<file path="config.mk">
export PLATFORM = sky130hd
export DESIGN_NAME = branch_resolve_unit
export DESIGN_NICKNAME = d
export VERILOG_FILES = /design/src/rtl/branch_resolve_unit.sv
export SDC_FILE = /design/constraint.sdc
export NUM_CORES = 1
export LEC_CHECK = 0
export CAP_MARGIN = 20
export CORE_MARGIN = 8
export CORE_UTILIZATION = 38
export CTS_BUF_LIST = sky130_fd_sc_hd__clkbuf_4 sky130_fd_sc_hd__clkbuf_8 sky130_fd_sc_hd__clkbuf_16
export DETAILED_ROUTE_END_ITERATION = 10
export HOLD_SLACK_MARGIN = 0.03
export PLACE_DENSITY = 0.83
export SLEW_MARGIN = 10
export SYNTH_ARGS = -nofsm -noshare
export SYNTH_HDL_FRONTEND = slang
export SYNTH_SLANG_ARGS = --single-unit
</file>
<file path="constraint.sdc">
create_clock -name clk -period 3.4 [get_ports clk]
set_input_delay 0.68 -clock clk [delete_from_list [all_inputs] [get_ports clk]]
set_output_delay 0.68 -clock clk [all_outputs]
set_load 0.01 [all_outputs]
</file>
<file path="src/rtl/branch_resolve_unit.sv">
`default_nettype none
// ============================================================================
//  Module   : branch_resolve_unit
//  Purpose  : ID-stage branch resolution with a 2-bit saturating-counter BHT
//             and wrap-around branch / mispredict statistics counters.
//  Revision : 1.0  initial release
// ============================================================================
module branch_resolve_unit #(
  parameter int WIDTH     = 32,
  parameter int PC_W      = 32,
  parameter int BHT_DEPTH = 16,
  parameter int CNT_W     = 32
) (
  input  logic             clk,
  input  logic             rst_n,
  input  logic [PC_W-1:0]  if_pc,
  output logic             if_pred_taken,
  input  logic             id_valid,
  input  logic             id_stall,
  input  logic [2:0]       id_br_type,
  input  logic [PC_W-1:0]  id_pc,
  input  logic [PC_W-1:0]  id_target,
  input  logic             id_pred_taken,
  input  logic [WIDTH-1:0] rs_data,
  input  logic [WIDTH-1:0] rt_data,
  output logic             branch_taken,
  output logic             mispredict,
  output logic [PC_W-1:0]  redirect_pc,
  output logic [CNT_W-1:0] br_count,
  output logic [CNT_W-1:0] mp_count
);

  localparam int         c_IDX_W   = $clog2(BHT_DEPTH);
  localparam logic [2:0] c_BR_BEQ  = 3'b001;
  localparam logic [2:0] c_BR_BNE  = 3'b010;
  localparam logic [2:0] c_BR_BLEZ = 3'b011;
  localparam logic [2:0] c_BR_BGTZ = 3'b100;
  localparam logic [2:0] c_BR_BLTZ = 3'b101;
  localparam logic [2:0] c_BR_BGEZ = 3'b110;
  localparam logic [1:0] c_WEAK_NT = 2'b01;

  logic [1:0]         r_bht [BHT_DEPTH];
  logic [CNT_W-1:0]   r_brCount;
  logic [CNT_W-1:0]   r_mpCount;

  logic               w_isBr;
  logic               w_cond;
  logic               w_rsNeg;
  logic               w_rsZero;
  logic               w_resolve;
  logic [c_IDX_W-1:0] w_ifIdx;
  logic [c_IDX_W-1:0] w_idIdx;
  logic [1:0]         w_idCtr;
  logic [1:0]         w_idCtrNext;
  logic               w_unusedBits;

  assign w_ifIdx  = if_pc[c_IDX_W+1:2];
  assign w_idIdx  = id_pc[c_IDX_W+1:2];
  assign w_rsNeg  = rs_data[WIDTH-1];
  assign w_rsZero = (rs_data == '0);

  // Fetch-side lookup reads the registered table only: a same-cycle update is not bypassed.
  assign if_pred_taken = r_bht[w_ifIdx][1];

  // Types 000 and 111 fall to the default and are treated as non-branches.
  always_comb begin
    w_isBr = 1'b0;
    w_cond = 1'b0;
    case (id_br_type)
      c_BR_BEQ:  begin w_isBr = id_valid; w_cond = (rs_data == rt_data); end
      c_BR_BNE:  begin w_isBr = id_valid; w_cond = (rs_data != rt_data); end
      c_BR_BLEZ: begin w_isBr = id_valid; w_cond = w_rsNeg | w_rsZero;   end
      c_BR_BGTZ: begin w_isBr = id_valid; w_cond = ~w_rsNeg & ~w_rsZero; end
      c_BR_BLTZ: begin w_isBr = id_valid; w_cond = w_rsNeg;              end
      c_BR_BGEZ: begin w_isBr = id_valid; w_cond = ~w_rsNeg;             end
      default:   begin w_isBr = 1'b0;     w_cond = 1'b0;                 end
    endcase
  end

  assign branch_taken = w_isBr & w_cond;
  assign mispredict   = w_isBr & (branch_taken != id_pred_taken);
  assign redirect_pc  = branch_taken ? id_target : (id_pc + PC_W'(4));
  assign w_resolve    = w_isBr & ~id_stall;

  assign w_idCtr = r_bht[w_idIdx];

  always_comb begin
    w_idCtrNext = w_idCtr;
    if (branch_taken) begin
      if (w_idCtr != 2'b11) w_idCtrNext = w_idCtr + 2'b01;
    end else begin
      if (w_idCtr != 2'b00) w_idCtrNext = w_idCtr - 2'b01;
    end
  end

  always_ff @(posedge clk or negedge rst_n) begin
    if (!rst_n) begin
      for (int i = 0; i < BHT_DEPTH; i++) r_bht[i] <= c_WEAK_NT;
      r_brCount <= '0;
      r_mpCount <= '0;
    end else if (w_resolve) begin
      r_bht[w_idIdx] <= w_idCtrNext;
      r_brCount      <= r_brCount + CNT_W'(1);
      r_mpCount      <= r_mpCount + CNT_W'(mispredict);
    end
  end

  assign br_count = r_brCount;
  assign mp_count = r_mpCount;

  // Fetch PC bits outside the table index play no part in the lookup.
  assign w_unusedBits = ^{if_pc[PC_W-1:c_IDX_W+2], if_pc[1:0]};

endmodule
`default_nettype wire

</file>
==> metrics.txt <==
htree depth=3; DP Area=9189 um^2; Starting Density=38.49%; Post-Syn Area=6048 um^2; Max Slew Vio Count=0; FF+latch count, synth=96; share of the synthesized area in the top cell type=33.10%; fin cells=1,144; unrepaired setup endpoints after global routing=true; status=complete, but fails checks; Sw Ratio=28.70%; Flop pwr share=41.0%; FFs w/ async S/R, synth=100.0%; area of the multi-input gates=4013 um^2; TritonCTS clock tree=done; failing checks=setup timing; total die area=20,210 um^2; dpl cells=1,108; vias in the first global route=6,244; design area=10,050 um^2; DRC viols=0; final setup fails=19; FF-to-FF End=r_bht[0]$_DFFE_PN1P_; nets=1,098; Sink Count=96; Netlist cell types=48; routed len/inst=18.49 um; Reg2Reg Setup Slack=1240 ps; total power per unit cell area=314.2 nW/um^2; Mapped Avg Cell Area=10.11 um^2; share of cells above drive strength 1=37.82%; Max clock buf depth=2; grt ovf=0; number of antenna-violating nets in the routed design=0; Syn. warnings=0; met1 wire length=8.662 mm; Area Overhead vs Synth=66.20%; most frequent cells in the layout=clkdlybuf4s50_1 (132), xnor2_1 (81), dfrtp_1 (80), buf_4 (70); top_reg_cell synth=dfrtp_1; antenna cells=0; f_max=287.5 MHz; crit path cell chain=buf_8, nor4_4, nand4_1, o211a_1, a311o_1, nand4b_4, buf_12, buf_12, buf_4, nor2_1, a21oi_1, buf_2; Final TNS setup=-568.7 ps; leading cell type in the layout, fill and taps excluded=clkdlybuf4s50_1; Worst Skew=9.000 ps; CP Launch Type=input port; register area=2422 um^2; io pins=267; Max stage delay on crit path=370 ps; DIE WIDTH=142.2 um; CP most frequent cell=buf_12; Yosys top cell by area=dfrtp_1; TritonRoute pass-1 iters=4; Pleak=4.302 nW; sw power=906.3 uW; largest net degree at the start of global routing=53; Syn Inst Count=598; Int Power=2.252 mW; Max-Cap Viols=0; wire length on met2=10.56 mm; r2r startpoint=r_bht[16]$_DFFE_PN1P_; root buf cell=clkbuf_16; clk_lat worst skew=340 ps; clk slew on worst S/H paths=70 ps; # rows=46; Routability Congestion=0.9326; total wire length=21.16 mm; drt via density=5.116; Final Hold Fails=0; Core ar.=15,710 um^2; Comb power frac=28.0%; Total GRT Usage=19.99%; slew of the pin with the lowest slew margin=574.6 ps; Buf/Inv on CP=5; hpwl dp=15.35 mm; Final WS setup=-78.21 ps; hold crit path type=input port to asynchronous set/reset pin; chip height=142.2 um; CP required=2720 ps; Crit path arrival time=2800 ps; global-route wire length before repair=32.29 mm; number of flops mapped to enable cells by yosys=0; Tmin final=3478 ps; pre-CTS setup slack=-843.3 ps; sequential element share of the synthesized area=40.05%; Iteration-0 DRC Markers=204; critical path's top delay family=compound AO/OA/AOI/OAI gates; Final Cycle Share=102.3%; clock network power share=31.0%; number of fill cells in the layout=1,223; slowest CP cell=a311o_1; top post-synthesis cells by area=dfrtp_1 (33%), xnor2_1 (14%), mux2_2 (7.1%); crit end category=output port; crit path kind=input port to output port; number of buffers created by CTS=9; WL met3=1.467 mm; Syn Nets=773; worst-path fanout max=7; initial antenna violation count=0; uppermost layer routed=met4; reg2reg path depth=6; port bufs=238; VDD IR-drop max=0.0002370 V; Vias=5,853; relative slew slack=61.34%
==> flip-flops by register name (all words and copies together) (netlist names) <==
name,flops
r_bht,32
br_count,32
mp_count,32
==> area by class of cell <==
type / count / area share, %
Clock buffer: 10 / 2.377
Sequential cell: 96 / 24.10
Tap cell: 216 / 2.689
Inverter: 8 / 0.2987
Clock inverter: 6 / 0.5103
Multi-Input combinational cell: 472 / 39.92
Timing Repair Buffer: 336 / 30.11
==> cells in the mapped netlist, types with 2 or more instances <==
library cell	instances
a21oi_1	30
a22oi_1	3
and2_1	4
and3_1	24
and4_1	7
buf_2	10
buf_6	4
clkbuf_1	6
dfrtp_1	80
dfstp_2	16
ha_1	7
inv_1	8
mux2_2	38
mux4_2	13
nand2_1	56
nand3_1	41
nand4_1	23
nor2_1	60
nor2b_1	4
nor3_1	4
nor3b_1	2
nor4_1	8
nor4_2	3
nor4_4	2
or3_1	2
xnor2_1	97
xor2_1	25
==> power by group through the flow <==
| stage | clock (mW) | sequential, mW | combinational, mW |
|---|---|---|---|
| 2_1_floorplan | 0 | 1.32 | 0.281 |
| 3_3_place_gp | 0 | 1.31 | 0.793 |
| 3_5_place_dp | 0 | 1.31 | 0.808 |
| 4_1_cts | 1.00 | 1.30 | 0.840 |
| 5_1_grt | 1.05 | 1.31 | 0.949 |
| 6_report | 0.980 | 1.30 | 0.884 |
==> worst max-delay path by stage <==
stage | cells after the start | from | endpoint
finish | 12 | rs_data[30] | redirect_pc[6]
global route | 12 | rs_data[30] | redirect_pc[6]
detailed placement | 10 | rs_data[16] | redirect_pc[18]
global placement | 10 | rs_data[21] | redirect_pc[18]
CTS | 18 | rs_data[3] | mp_count[27]$_DFFE_PN0P_
floorplan | 14 | rs_data[31] | mp_count[28]$_DFFE_PN0P_
==> kinds of logic (layout without fill, tap and decap cells) <==
family          after synthesis  in the layout  share of synthesized area, %
fa+ha+maj                     7              7                         1.448
simple gates                245            245                         21.10
buf+inv                      30            360                         2.627
compound gates               46             46                         5.006
xor+xnor                    122            122                         17.67
flops                        96             96                         40.05
mux                          52             52                         12.10
==> routing by layer <==
metal / vias to the layer above / track usage, %
li1: 2756 / -
met4: 0 / 6.218
met1: 2843 / 23.09
met2: 221 / 35.36
met5: - / 0
met3: 33 / 5.166
==> per-stage QoR <==
stage / hold WS (ps) / util [%] / total power, mW
6_report: 324.6 / 63.98 / 3.158
5_1_grt: 362.8 / 63.98 / 3.302
4_1_cts: 342.5 / 62.42 / 3.139
3_5_place_dp: 466.3 / 58.48 / 2.120
3_3_place_gp: 461.1 / 58.48 / 2.100
2_1_floorplan: 384.4 / - / 1.601
==> what timing repair did <==
item	4_1_cts	5_1_grt
cloned	4	0
pin swaps	60	34
endpoints found under the setup margin	61	58
hold buffers	0	0
setup buffers	17	2
gates resized for setup	404	99
No activity file was read; power rests on OpenSTA's default activity.
